### config.mk
export PLATFORM = sky130hd
export DESIGN_NAME = four_phase_rx
export DESIGN_NICKNAME = d
export VERILOG_FILES = /design/src/rtl/hs_pkg.sv /design/src/rtl/sync_ff.sv /design/src/rtl/four_phase_rx.sv
export SDC_FILE = /design/constraint.sdc
export NUM_CORES = 1
export LEC_CHECK = 0
export CAP_MARGIN = 0
export CORE_MARGIN = 2
export CORE_UTILIZATION = 30
export CTS_BUF_LIST = sky130_fd_sc_hd__clkbuf_16
export DETAILED_ROUTE_END_ITERATION = 16
export HOLD_SLACK_MARGIN = 0.05
export PLACE_DENSITY = 0.69
export SLEW_MARGIN = 20
export SYNTH_ARGS = -nofsm -noshare
export SYNTH_HDL_FRONTEND = slang
export SYNTH_HIERARCHICAL = 1
export SYNTH_SLANG_ARGS = --single-unit
### constraint.sdc
create_clock -name clk -period 2.35 [get_ports clk]
set_input_delay 0.47 -clock clk [delete_from_list [all_inputs] [get_ports clk]]
set_output_delay 0.47 -clock clk [all_outputs]
set_load 0.005 [all_outputs]
### src/rtl/hs_pkg.sv
// Shared types and defaults for the four-phase handshake responder.
package hs_pkg;

   // Responder handshake states
   typedef enum logic [1:0] {
      IDLE   = 2'd0,
      STALL  = 2'd1,
      ACK_HI = 2'd2
   } state_t;

   localparam int unsigned DEF_SYNC_STAGES = 2;

endpackage

### src/rtl/sync_ff.sv
// Multi-flop bit synchronizer with synchronous active-high reset.
module sync_ff #(
   parameter int unsigned STAGES = 2
) (
   input  logic clk,
   input  logic reset,
   input  logic d,
   output logic q
);

   logic [STAGES-1:0] ff;

   // Shift the asynchronous input through the chain
   always_ff @(posedge clk) begin
      if (reset) ff <= '0;
      else       ff <= {ff[STAGES-2:0], d};
   end

   assign q = ff[STAGES-1];

endmodule

### src/rtl/four_phase_rx.sv
// Responder end of the four-phase req/ack handshake with valid/ready output slot.
module four_phase_rx
   import hs_pkg::*;
#(
   parameter int unsigned N           = 32,
   parameter int unsigned SYNC_STAGES = DEF_SYNC_STAGES,
   parameter int unsigned CW          = 16
) (
   input  logic          clk,
   input  logic          reset,
   input  logic          req_in,
   input  logic [N-1:0]  data_in,
   output logic          ack_out,
   output logic [N-1:0]  data_out,
   output logic          valid_out,
   input  logic          ready_in,
   output logic          busy,
   output logic          proto_err,
   output logic [CW-1:0] xfer_count
);

   state_t state, state_nxt;
   logic   req_s;
   logic   slot_free;
   logic   capture;
   logic   set_err;

   sync_ff #(.STAGES(SYNC_STAGES)) u_req_sync (
      .clk   (clk),
      .reset (reset),
      .d     (req_in),
      .q     (req_s)
   );

   assign slot_free = !valid_out || ready_in;

   // Next-state and capture/error decode
   always_comb begin
      state_nxt = state;
      capture   = 1'b0;
      set_err   = 1'b0;
      case (state)
         IDLE: begin
            if (req_s) begin
               if (slot_free) begin
                  capture   = 1'b1;
                  state_nxt = ACK_HI;
               end else begin
                  state_nxt = STALL;
               end
            end
         end
         STALL: begin
            if (!req_s) begin
               set_err   = 1'b1;
               state_nxt = IDLE;
            end else if (slot_free) begin
               capture   = 1'b1;
               state_nxt = ACK_HI;
            end
         end
         ACK_HI: begin
            if (!req_s) state_nxt = IDLE;
         end
         default: state_nxt = IDLE;
      endcase
   end

   // State register and registered outputs
   always_ff @(posedge clk) begin
      if (reset) begin
         state      <= IDLE;
         ack_out    <= 1'b0;
         data_out   <= '0;
         valid_out  <= 1'b0;
         busy       <= 1'b0;
         proto_err  <= 1'b0;
         xfer_count <= '0;
      end else begin
         state   <= state_nxt;
         ack_out <= (state_nxt == ACK_HI);
         busy    <= (state_nxt != IDLE);
         if (set_err) proto_err <= 1'b1;
         if (capture) begin
            data_out   <= data_in;
            valid_out  <= 1'b1;
            xfer_count <= xfer_count + CW'(1);
         end else if (valid_out && ready_in) begin
            valid_out  <= 1'b0;
         end
      end
   end

endmodule

* Word level (Yosys, flattened, before mapping) *
Index checks and enable logic that the tools add are counted.
Widths: inputs -> output; s select.

cells by class
  $add $sub $neg = 1
  equal/unequal tests = 3
  muxes and demuxes = 13
  reduce and logical (&&, ||, !) cells = 7

operator list
  operator               count
  $add 16x1->16 const B  1
  $mux 2                 5
  $mux 1                 7
  $pmux 2 s3             1
  $eq 2x2->1 const B     2
  $reduce_bool 2->1      2
  $eq 2x1->1 const B     1
  $logic_not 2->1        1
  $reduce_or 2->1        1
  $logic_and 1x1->1      1
  $logic_not 1->1        1
  $logic_or 1x1->1       1

storage, ports and cells
  register bits = 56
  input bits = 36
  output and inout bits = 52
  logic and storage cells = 32

* Depth between registers and ports, before layout *
Gate-level depths: netlist (run 1).

  depth after elaboration = 6
  depth in mapped cells = 6
  depth with buffers taken out = 5

* Modules after synthesis *
The synthesis (run 1) kept the hierarchy.

by module, submodules not included
  module         times used  cells an instance  area an instance (µm²)  seq. area each (µm²)
  four_phase_rx  1           247                2048.2                  1081.0
  sync_ff        1           4                  52.6                    40.0

* Worst setup path after synthesis (run 1) *
Ideal clock, no wire load.

  path kind = input port to flip-flop
  start point = in ready_in
  end point = reg xfer_count[15]
  library setup time = 0.070 ns
  data arrival time = 1.726 ns
  data required time = 2.280 ns
  slack = 0.554 ns
  cell stages on the path = 6
  path buffers = 2
  path through = nor2b_1 buf_2 or3_1 buf_2 or4_1 a21oi_1

between the ends
  word-level cells in the longest chain between the ends = 4

RTL lines
  element                 line                                      RTL
  start: declaration      four_phase_rx.sv:16                       input logic ready_in,
  $logic_or 1x1->1        four_phase_rx.sv:35                       assign slot_free = !valid_out || ready_in;
  $mux 1                  four_phase_rx.sv:45, four_phase_rx.sv:57
  $mux 1                  four_phase_rx.sv:44                       if (req_s) begin
  $mux 1                  n/a
  end signal: assignment  four_phase_rx.sv:87                       xfer_count <= xfer_count + CW'(1);
  end: declaration        four_phase_rx.sv:19                       output logic [CW-1:0] xfer_count

Every way passes these cells.
A chain may end at the register's enable or synchronous reset.

* Worst setup path in the final report (run 1) *
Ends and elaborated chain as after synthesis.

==> summary.md, run 1 <==
| Metric | Value |
|---|---|
| Slew @ Worst Pin | `0.550 ns` |
| Htree depth | `2` |
| Crit end category | `flip-flop` |
| Initial antenna violation count | `0` |
| Worst path top cell family by delay | `simple AND/OR/NAND/NOR gates` |
| Buffer levels on the longest clock path | `2` |
| Total Nets Final | `369` |
| Leading area contributor after synthesis | `dfxtp_1` |
| PnR worst setup slack | `0.397 ns` |
| Core area | `6790 um^2` |
| Post-DP HPWL | `3.62 mm` |
| Initial Utilization | `30.9%` |
| Routability Congestion | `0.706` |
| Fin. max-slew vios | `0` |
| Fmax | `512 MHz` |
| Area of the die | `7690 um^2` |
| Post-Syn Instances | `251` |
| CTS tree | `built` |
| Yosys warning count | `6` |
| Syn Area/Cell | `8.37 um^2` |
| Sequential cell area fraction in the yosys report | `53.4%` |
| RSZ-0062 raised after global routing | `false` |
| Post-synth top cells | `71 x nand2_1, 56 x dfxtp_1, 41 x a21oi_1, 13 x clkbuf_1, 10 x nor2_1` |
| CP cell instances | `clkdlybuf4s50_1, nor2b_1, or3_1, or4_1, a21oi_1` |
| Leakage | `1.06 nW` |
| Synth area leaders | `dfxtp_1 53%, nand2_1 13%, a21oi_1 9.8%` |
| First-pass GRT wire length | `8.14 mm` |
| Via count | `1,949` |
| Hold path depth | `1` |
| Crit. Startpoint | `ready_in` |
| Top_reg_cell synth | `dfxtp_1` |
| Die width | `87.7 um` |
| Post-synth EDFFs | `0` |
| DRT antenna net count | `0` |
| Placed Instances | `421` |
| Critical path launch point type | `input pin` |
| IO Pins | `88` |
| Clk_skew | `0.00876 ns` |
| Drt total wl | `5.04 mm` |
| FILL cells | `669` |
| CTS Sinks | `56` |
| Vias in the first global route | `1,835` |
| Gr usage total | `13.0%` |
| Period utilization | `83.1%` |
| Power density over the cells | `588 nW/um^2` |
| Critical path data required time | `2.57 ns` |
| N_diodes | `0` |
| Clk Tree Root Cell | `clkbuf_16` |
| Area delta synth->final | `52.0%` |
| Slowest-stage cell, CP | `or3_1` |
| Hold Violations, Final | `0` |
| CTS Buf Count | `5` |
| Buffering stage count on the worst path with inverters included | `1` |
| Worst R2R End | `xfer_count[12]` |
| Die Y | `87.7 um` |
| Critical R2R Launch | `xfer_count[0]` |
| Crit-path max cell delay | `0.51 ns` |
| Drc violations | `0` |
| Crit path time final | `1.95 ns` |
| # hold bufs at CTS | `0` |
| Setup TNS | `0 ns` |
| Crit path DAT | `2.17 ns` |
| Syn Nets | `288` |
| Share of layout cells above drive strength 1 | `5.41%` |
| Post-DR wirelength/cell | `11.7 um` |
| Relative slew slack | `63.3%` |
| Seq cells post-synth | `56` |
| Syn Std Cell Area | `2100 um^2` |
| Fin Hold WS | `0.442 ns` |
| DR vias/cell | `4.54` |
| Congestion Overflow GR | `0` |
| Max_cap viols | `0` |
| CTS resizes | `0` |
| Synth top area share | `53.4%` |
| Worst setup path class | `input pin to flip-flop` |
| Setup Buffers After CTS | `0` |
| Run status | `completed` |
| End of the worst hold path | `u_req_sync/ff[1]` |
| Min-delay src | `u_req_sync/ff[0]` |
| Skew-Pair Late Insertion Delay | `0.28 ns` |
| Largest net degree at the start of global routing | `34` |
| Worst VDD drop | `0.000360 V` |
| Drt pass-1 iters | `4` |
| Synth cell types | `31` |
| Clock slew at reported path FFs | `0.07 ns` |
| Port Buf Inserts | `87` |
| R2R cell count | `5` |
| Most common cell in the netlist | `nand2_1` |
| Worst min-delay path class | `flip-flop to flip-flop` |
| Reg2reg setup slack | `0.50 ns` |
| Drt first-iter violations | `73` |
| Ys async rst share | `0%` |
| Final setup violation count | `0` |
| Maximum fanout along the worst path | `9` |
| Site Rows | `30` |
| Pre-CTS setup slack | `0.101 ns` |
| Finished Layout Cells | `429` |
| Finished Core Util | `47.0%` |
==> placed cells by master, fill, tap and decap left out <==
| master | n |
|---|---|
| inv_1 | 4 |
| inv_6 | 1 |
| nand2_1 | 71 |
| xor2_1 | 3 |
| or4_1 | 6 |
| o21ai_0 | 1 |
| and4_1 | 1 |
| mux2_2 | 1 |
| a21boi_0 | 2 |
| clkdlybuf4s50_1 | 86 |
| xnor2_1 | 4 |
| nor2_1 | 9 |
| clkinvlp_4 | 1 |
| or2_1 | 1 |
| ha_1 | 1 |
| a211oi_1 | 1 |
| nor2b_1 | 4 |
| or4b_2 | 1 |
| and2b_1 | 1 |
| o31ai_1 | 6 |
| a31oi_1 | 1 |
| nor4_1 | 3 |
| clkinv_2 | 1 |
| buf_4 | 5 |
| nand2b_4 | 1 |
| buf_2 | 1 |
| a21oi_1 | 41 |
| nand4_1 | 2 |
| nor3_1 | 1 |
| nor3b_1 | 1 |
| clkbuf_16 | 5 |
| or3_1 | 3 |
| nand3_1 | 5 |
| dfxtp_1 | 56 |
| or2b_1 | 1 |
| nor2_2 | 1 |
==> where the power goes <==
part           total (mW)  internal, mW  switching, mW
sequential          0.984         0.972         0.0120
clock               0.724         0.397          0.327
combinational       0.169         0.105         0.0645
==> layout make-up <==
| class | count | area (um^2) | area share (%) |
|---|---|---|---|
| repair buffers | 92 | 903 | 28.3 |
| clock inverters | 3 | 21.3 | 0.666 |
| multi-input cells | 173 | 887 | 27.8 |
| clock buffers | 5 | 125 | 3.92 |
| well taps | 96 | 120 | 3.76 |
| flip-flops and latches | 56 | 1120 | 35.1 |
| inverters | 4 | 15.0 | 0.470 |
==> metrics by stage <==
step	total power [mW]	cell area (um^2)
global route	1.97	3190
detailed placement	1.18	3050
global placement	1.18	3050
CTS	1.92	3190
floorplan	1.06	2100
finish	1.88	3190
==> state kept, by name (all words and copies together) (netlist names) <==
register,cells
xfer_count,16
u_req_sync/ff,2
proto_err,1
valid_out,1
busy,1
state,2
data_out,32
ack_out,1
==> cell families after synthesis <==
family | synth area share, %
mux | 0.536
simple gates | 24.5
xor+xnor | 2.92
flops | 53.4
fa+ha+maj | 0.595
compound gates | 13.5
buf+inv | 4.53
==> worst max-delay path by stage <==
| stage | end | depth (start not counted) | slack [ns] |
|---|---|---|---|
| 6_report | xfer_count[15] | 5 | 0.40 |
| 4_1_cts | xfer_count[15] | 5 | 0.40 |
| 3_5_place_dp | xfer_count[15] | 5 | 0.10 |
| 2_1_floorplan | xfer_count[15] | 6 | 0.55 |
| 3_3_place_gp | xfer_count[15] | 5 | 0.13 |
| 5_1_grt | xfer_count[15] | 5 | 0.34 |
==> per-layer routing <==
layer / up-vias / share of wire (%) / track usage (%)
li1: 998 / - / -
met1: 893 / 44 / 15.8
met2: 56 / 49 / 22.1
met3: 2 / 7.5 / 4.62
met4: 0 / 0.32 / 3.36
met5: - / 0 / 0
Note: power is estimated with default switching activity, not from simulation.
==> inputs of run 2 (changes only) <==
Settings changed: PLACE_DENSITY 0.69 to 0.71.
Clock period 2.35 ns to 1.75 ns, I/O delays scaled along.
==> run 2 against run 1 <==
Net effect:
- global-route usage is 0.37 points higher
- wire length grew 1.9%
- final area grew 4.8%
- critical path type is now flip-flop to output port
- critical path depth decreased by 2
- core utilization up 2.2 points
- clock power rose by 29%
- largest power group unchanged
- sequential share of layout area fell by 1.4 points
- register-to-register slack worse by 0.39 ns
- worst setup slack got worse by 0.34 ns
- hold slack worse by 0.049 ns
- via count increased by 2.9%
- die area is the same
==> summary.md, run 2 (synthesis gave the netlist of run 1 again) <==
| Metric | Value |
|---|---|
| Critical R2R Launch | `xfer_count[0] (unchanged)` |
| Period utilization | `96.6%` |
| Drt total wl | `5.14 mm (was 5.04 mm)` |
| Vias in the first global route | `1,851 (was 1,835)` |
| Final setup violation count | `0 (unchanged)` |
| Congestion Overflow GR | `0 (unchanged)` |
| R2R cell count | `6 (was 5)` |
| Core area | `6790 um^2 (unchanged)` |
| Critical path data required time | `1.40 ns (was 2.57 ns)` |
| Reg2reg setup slack | `0.11 ns (was 0.50 ns)` |
| Fin Hold WS | `0.393 ns (was 0.442 ns)` |
| Largest net degree at the start of global routing | `34 (unchanged)` |
| Initial antenna violation count | `0 (unchanged)` |
| IO Pins | `88 (unchanged)` |
| Via count | `2,005 (was 1,949)` |
| Critical path launch point type | `flip-flop (was input pin)` |
| Fmax | `591 MHz` |
| CTS tree | `built (unchanged)` |
| Clock slew at reported path FFs | `0.07 ns (about the same)` |
| Max FFs per register | `32 (unchanged)` |
| Commonest non-fill, non-tap cell in the layout | `clkdlybuf4s50_1 (unchanged)` |
| N_diodes | `0 (unchanged)` |
| Routability Congestion | `0.863 (was 0.706)` |
| Worst R2R End | `xfer_count[4] (was xfer_count[12])` |
| RSZ-0062 raised after global routing | `false (unchanged)` |
| Share of layout cells above drive strength 1 | `10.7% (was 5.41%)` |
| Run status | `completed (unchanged)` |
| Most frequent cells in the layout | `85 x clkdlybuf4s50_1, 71 x nand2_1, 54 x dfxtp_1, 41 x a21oi_1, 16 x buf_4 (was 86 x clkdlybuf4s50_1, 71 x nand2_1, 56 x dfxtp_1, 41 x a21oi_1, 9 x nor2_1)` |
| Drt first-iter violations | `61 (was 73)` |
| Total Nets Final | `382 (was 369)` |
| Area of the die | `7690 um^2 (unchanged)` |
| Worst VDD drop | `0.000430 V (was 0.000360 V)` |
| Top reg by flops | `data_out (unchanged)` |
| Buffer levels on the longest clock path | `2 (unchanged)` |
| CTS Sinks | `56 (unchanged)` |
| Port Buf Inserts | `87 (unchanged)` |
| Crit path DAT | `1.34 ns (was 2.17 ns)` |
| CTS Buf Count | `5 (unchanged)` |
| DRT antenna net count | `0 (unchanged)` |
| Pre-CTS setup slack | `-0.365 ns (was 0.101 ns)` |
| Maximum fanout along the worst path | `3 (was 9)` |
| Post-DP HPWL | `3.72 mm (was 3.62 mm)` |
| Die Y | `87.7 um (unchanged)` |
| Crit end category | `output port (was flip-flop)` |
| Post-DR wirelength/cell | `11.6 um (was 11.7 um)` |
| Htree depth | `2 (unchanged)` |
| Worst setup path class | `flip-flop to output port (was input pin to flip-flop)` |
| DP Area | `3150 um^2 (was 3050 um^2)` |
| Clk Tree Root Cell | `clkbuf_16 (unchanged)` |
| Finished Core Util | `49.2% (was 47.0%)` |
| Crit path time final | `1.69 ns` |
| Min-delay src | `reset (was u_req_sync/ff[0])` |
| Relative slew slack | `74.4% (was 63.3%)` |
| Gr usage total | `13.4% (was 13.0%)` |
| End of the worst hold path | `xfer_count[5] (was u_req_sync/ff[1])` |
| Hold Violations, Final | `0 (unchanged)` |
| DR vias/cell | `4.54 (about the same)` |
| First-pass GRT wire length | `8.36 mm (was 8.14 mm)` |
| Fin. max-slew vios | `0 (unchanged)` |
| Regs by FF count | `data_out: 32 flops, xfer_count: 16 flops (unchanged)` |
| PnR worst setup slack | `0.0588 ns (was 0.397 ns)` |
| Drc violations | `0 (unchanged)` |
| Slew @ Worst Pin | `0.380 ns (was 0.550 ns)` |
| Drt pass-1 iters | `4 (unchanged)` |
| Power density over the cells | `747 nW/um^2 (was 588 nW/um^2)` |
| Die width | `87.7 um (unchanged)` |
| Skew-Pair Late Insertion Delay | `0.28 ns (about the same)` |
| FILL cells | `642 (was 669)` |
| Placed Instances | `432 (was 421)` |
| Max_cap viols | `0 (unchanged)` |
| Finished Layout Cells | `442 (was 429)` |
| Site Rows | `30 (unchanged)` |
| Final Cell Area | `3350 um^2 (was 3190 um^2)` |
| Leakage | `1.14 nW (was 1.06 nW)` |
| Worst min-delay path class | `input pin to flip-flop (was flip-flop to flip-flop)` |
| Initial Utilization | `30.9% (unchanged)` |
| Hold path depth | `2 (was 1)` |
| Clk_skew | `0.00579 ns (was 0.00876 ns)` |
| Area delta synth->final | `59.3% (was 52.0%)` |
-- run 2: changes by cell type in the layout (fill, tap and decap cells not counted), moves of 2 or more --
cell and change:
buf_12 +2, buf_4 +11, dfxtp_1 -2, dfxtp_4 +2
or3_1 -2, or3_4 +2
-- run 2: layout make-up --
class                      count  area (um^2)  area share [%]
sequential                    56         1130            33.7
timing repair buffer         105         1030            30.7
multi-input combinational    173          915            27.3
inverter                       4         15.0           0.449
tap                           96          120            3.59
clock inverter                 3         13.8           0.411
clock buffer                   5          125            3.74
-- run 2: critical path, stage by stage, from the launching register on --
cell             delay [ns]
dfxtp_4                0.37
buf_4                  0.11
buf_4                  0.09
clkdlybuf4s50_1        0.49
-- run 2: through the flow --
step / total power [mW] / TNS, ns
2_1_floorplan: 1.43 / 0
3_3_place_gp: 1.59 / -2.39
3_5_place_dp: 1.59 / -3.14
4_1_cts: 2.55 / -0.00620
5_1_grt: 2.62 / 0
6_report: 2.50 / 0
-- run 2: repair_timing --
item | 4_1_cts | 5_1_grt
endpoints found under the setup margin | 6 | 8
pin swaps | 0 | 1
resized for setup | 2 | 10
buffers inserted | 0 | 2
hold buffers | 0 | 0
-- run 2: layer usage --
layer / global-route usage (%) / up-vias / part of all wire [%]
met5: 0 / - / 0
met4: 3.78 / 0 / 0.80
met3: 3.39 / 2 / 4.8
met2: 23.7 / 46 / 50
met1: 16.1 / 929 / 44
li1: - / 1028 / -
-- run 2: power breakdown --
part           total (mW)  internal, mW  switching (mW)
registers            1.32          1.30          0.0168
clock network       0.934         0.520           0.414
logic               0.244         0.153          0.0909
-- run 2: how the worst max path moves through the flow --
stage | start | endpoint | slack [ns] | depth (start not counted)
final | xfer_count[0] | xfer_count[0] | 0.06 | 3
after global routing | xfer_count[0] | xfer_count[15] | 0.01 | 5
after CTS | ready_in | xfer_count[4] | -0.006 | 6
after detailed placement | ready_in | xfer_count[15] | -0.37 | 5
after global placement | ready_in | xfer_count[15] | -0.32 | 5
after floorplan | valid_out | xfer_count[15] | 0.03 | 6
==> inputs of run 3 (changes only) <==
Settings changed: CAP_MARGIN 0 to 20.
Clock period 1.75 ns to 1.5 ns, I/O delays scaled along.
==> run 3 against run 2 <==
Net effect:
- clock skew down 0.0013 ns
- clock power up 16%
- worst setup slack worse by 0.13 ns
- critical endpoint is now xfer_count[12]
- the run now ends with setup timing left
==> summary.md, run 3 (synthesis gave the netlist of run 1 again) <==
| Metric | Value |
|---|---|
| Initial antenna violation count | `0 (unchanged)` |
| Congestion Overflow GR | `0 (unchanged)` |
| Worst min-delay path class | `input pin to flip-flop (unchanged)` |
| CTS Sinks | `56 (unchanged)` |
| Maximum fanout along the worst path | `7 (was 3)` |
| CP cell instances | `ha_4, nand2_4, or3_4, nor3b_2, mux2_4 (was buf_4, buf_4, clkdlybuf4s50_1)` |
| Drt pass-1 iters | `4 (unchanged)` |
| Crit end category | `flip-flop (was output port)` |
| Placed Instances | `447 (was 432)` |
| Buffering stage count on the worst path with inverters included | `0 (was 3)` |
| Most frequent cells in the layout | `72 x clkdlybuf4s50_1, 70 x nand2_1, 40 x dfxtp_1, 38 x a21oi_1, 30 x buf_4 (was 85 x clkdlybuf4s50_1, 71 x nand2_1, 54 x dfxtp_1, 41 x a21oi_1, 16 x buf_4)` |
| Max_cap viols | `0 (unchanged)` |
| Crit. Startpoint | `xfer_count[0] (unchanged)` |
| Logic pwr share | `10.1% (was 9.8%)` |
| CTS tree | `built (unchanged)` |
| Die width | `87.7 um (unchanged)` |
| DR vias/cell | `4.50 (was 4.54)` |
| First-pass GRT wire length | `8.83 mm (was 8.36 mm)` |
| Worst VDD drop | `0.000343 V (was 0.000430 V)` |
| Period utilization | `104%` |
| Drt total wl | `5.42 mm (was 5.14 mm)` |
| FILL cells | `656 (was 642)` |
| Hold Violations, Final | `0 (unchanged)` |
| Worst setup path class | `flip-flop to flip-flop (was flip-flop to output port)` |
| DRT antenna net count | `0 (unchanged)` |
| Final Cell Area | `3500 um^2 (was 3350 um^2)` |
| Post-DR wirelength/cell | `11.9 um (was 11.6 um)` |
| Failing checks | `setup timing` |
| Htree depth | `2 (unchanged)` |
| Critical path data required time | `1.67 ns (was 1.40 ns)` |
| Slowest-stage cell, CP | `or3_4 (was clkdlybuf4s50_1)` |
| PnR worst setup slack | `-0.0668 ns (was 0.0588 ns)` |
| Final setup violation count | `7 (was 0)` |
| Buffer levels on the longest clock path | `2 (unchanged)` |
| Leakage | `1.31 nW (was 1.14 nW)` |
| Reg2reg setup slack | `-0.07 ns (was 0.11 ns)` |
| Drc violations | `0 (unchanged)` |
| Hold path depth | `2 (unchanged)` |
| Critical path launch point type | `flip-flop (unchanged)` |
| Largest net degree at the start of global routing | `28 (was 34)` |
| Crit-path max cell delay | `0.37 ns (was 0.49 ns)` |
| Power density over the cells | `833 nW/um^2 (was 747 nW/um^2)` |
| Worst R2R End | `xfer_count[12] (was xfer_count[4])` |
| Total Nets Final | `396 (was 382)` |
| Run status | `complete, but fails checks (was completed)` |
| CTS Buf Count | `5 (unchanged)` |
| Critical R2R Launch | `xfer_count[0] (unchanged)` |
| Commonest non-fill, non-tap cell in the layout | `clkdlybuf4s50_1 (unchanged)` |
| Gr usage total | `14.3% (was 13.4%)` |
| Clk Tree Root Cell | `clkbuf_16 (unchanged)` |
| Pre-CTS setup slack | `-0.474 ns (was -0.365 ns)` |
| Fin Hold WS | `0.377 ns (was 0.393 ns)` |
| Crit path time final | `1.57 ns` |
| Site Rows | `30 (unchanged)` |
| DP Area | `3280 um^2 (was 3150 um^2)` |
| Core area | `6790 um^2 (unchanged)` |
| Vias in the first global route | `2,003 (was 1,851)` |
| Internal power | `2.31 mW (was 1.98 mW)` |
| Sw Share | `20.9% (about the same)` |
| IO Pins | `88 (unchanged)` |
| Relative slew slack | `76.1% (was 74.4%)` |
| Crit path DAT | `1.74 ns (was 1.34 ns)` |
| Initial Utilization | `30.9% (unchanged)` |
| Via count | `2,046 (was 2,005)` |
| Switching power | `0.608 mW (was 0.521 mW)` |
| End of the worst hold path | `xfer_count[0] (was xfer_count[5])` |
| Finished Layout Cells | `455 (was 442)` |
| Drt first-iter violations | `63 (was 61)` |
| Worst path top cell family by delay | `simple AND/OR/NAND/NOR gates (was buffers and inverters)` |
| Clock slew at reported path FFs | `0.07 ns (about the same)` |
| RSZ-0062 raised after global routing | `true (was false)` |
| Die Y | `87.7 um (unchanged)` |
| R2R cell count | `5 (was 6)` |
| Clock power frac | `37.0% (was 37.4%)` |
| Fmax | `638 MHz` |
| Sequential Power Share | `52.9% (was 52.8%)` |
| Max FFs per register | `32 (unchanged)` |
| Skew-Pair Late Insertion Delay | `0.28 ns (about the same)` |
| Fin. max-slew vios | `0 (unchanged)` |
| Post-DP HPWL | `3.96 mm (was 3.72 mm)` |
| Area delta synth->final | `66.6% (was 59.3%)` |
| N_diodes | `0 (unchanged)` |
| Area of the die | `7690 um^2 (unchanged)` |
| Clk_skew | `0.00445 ns (was 0.00579 ns)` |
| Min-delay src | `reset (unchanged)` |
| Port Buf Inserts | `87 (unchanged)` |
| Top reg by flops | `data_out (unchanged)` |
| Routability Congestion | `0.767 (was 0.863)` |
| Slew @ Worst Pin | `0.355 ns (was 0.380 ns)` |
| Regs by FF count | `data_out: 32 flops, xfer_count: 16 flops (unchanged)` |
| Share of layout cells above drive strength 1 | `20.6% (was 10.7%)` |
-- run 3: power by group through the flow --
stage / logic [mW] / clock network [mW] / registers, mW
after floorplan: 0.0862 / 0 / 1.58
after global placement: 0.291 / 0 / 1.57
after detailed placement: 0.295 / 0 / 1.57
after CTS: 0.296 / 1.14 / 1.54
after global routing: 0.323 / 1.18 / 1.55
final: 0.294 / 1.08 / 1.54
-- run 3: repair_timing --
action | 4_1_cts | 5_1_grt
hold buffers | 0 | 0
gates resized for setup | 28 | 16
buffers inserted | 0 | 1
endpoints found under the setup margin | 25 | 13
pin swaps | 2 | 3
-- run 3: cell type report --
class	count	area, um^2	area share (%)
Tap cell	96	120	3.43
Clock buffer	5	125	3.58
Timing Repair Buffer	119	1120	31.9
Multi-Input combinational cell	173	972	27.8
Inverter	4	15.0	0.429
Sequential cell	56	1140	32.6
Clock inverter	2	8.76	0.250
-- run 3: stage by stage --
| step | total power [mW] | TNS, ns | utilization (%) |
|---|---|---|---|
| after detailed placement | 1.87 | -12.84 | 48.3 |
| after floorplan | 1.67 | -0.980 | - |
| after global routing | 3.05 | -0.677 | 51.5 |
| after global placement | 1.86 | -11.85 | 48.3 |
| final | 2.92 | -0.268 | 51.5 |
| after CTS | 2.97 | -0.303 | 50.5 |
-- run 3: per-layer routing --
metal / GRT usage (%) / part of all wire (%)
met1: 16.0 / 44
met2: 26.1 / 49
met3: 4.52 / 6.2
met4: 3.78 / 0.74
met5: 0 / 0
-- run 3: worst max-delay path by stage --
stage                     depth (start not counted)             end  slack (ns)
final                                             5  xfer_count[12]       -0.07
after global placement                            5  xfer_count[12]       -0.44
after detailed placement                          5  xfer_count[12]       -0.47
after global routing                              5  xfer_count[15]       -0.12
after floorplan                                   6  xfer_count[12]       -0.15
after CTS                                         5  xfer_count[14]       -0.08
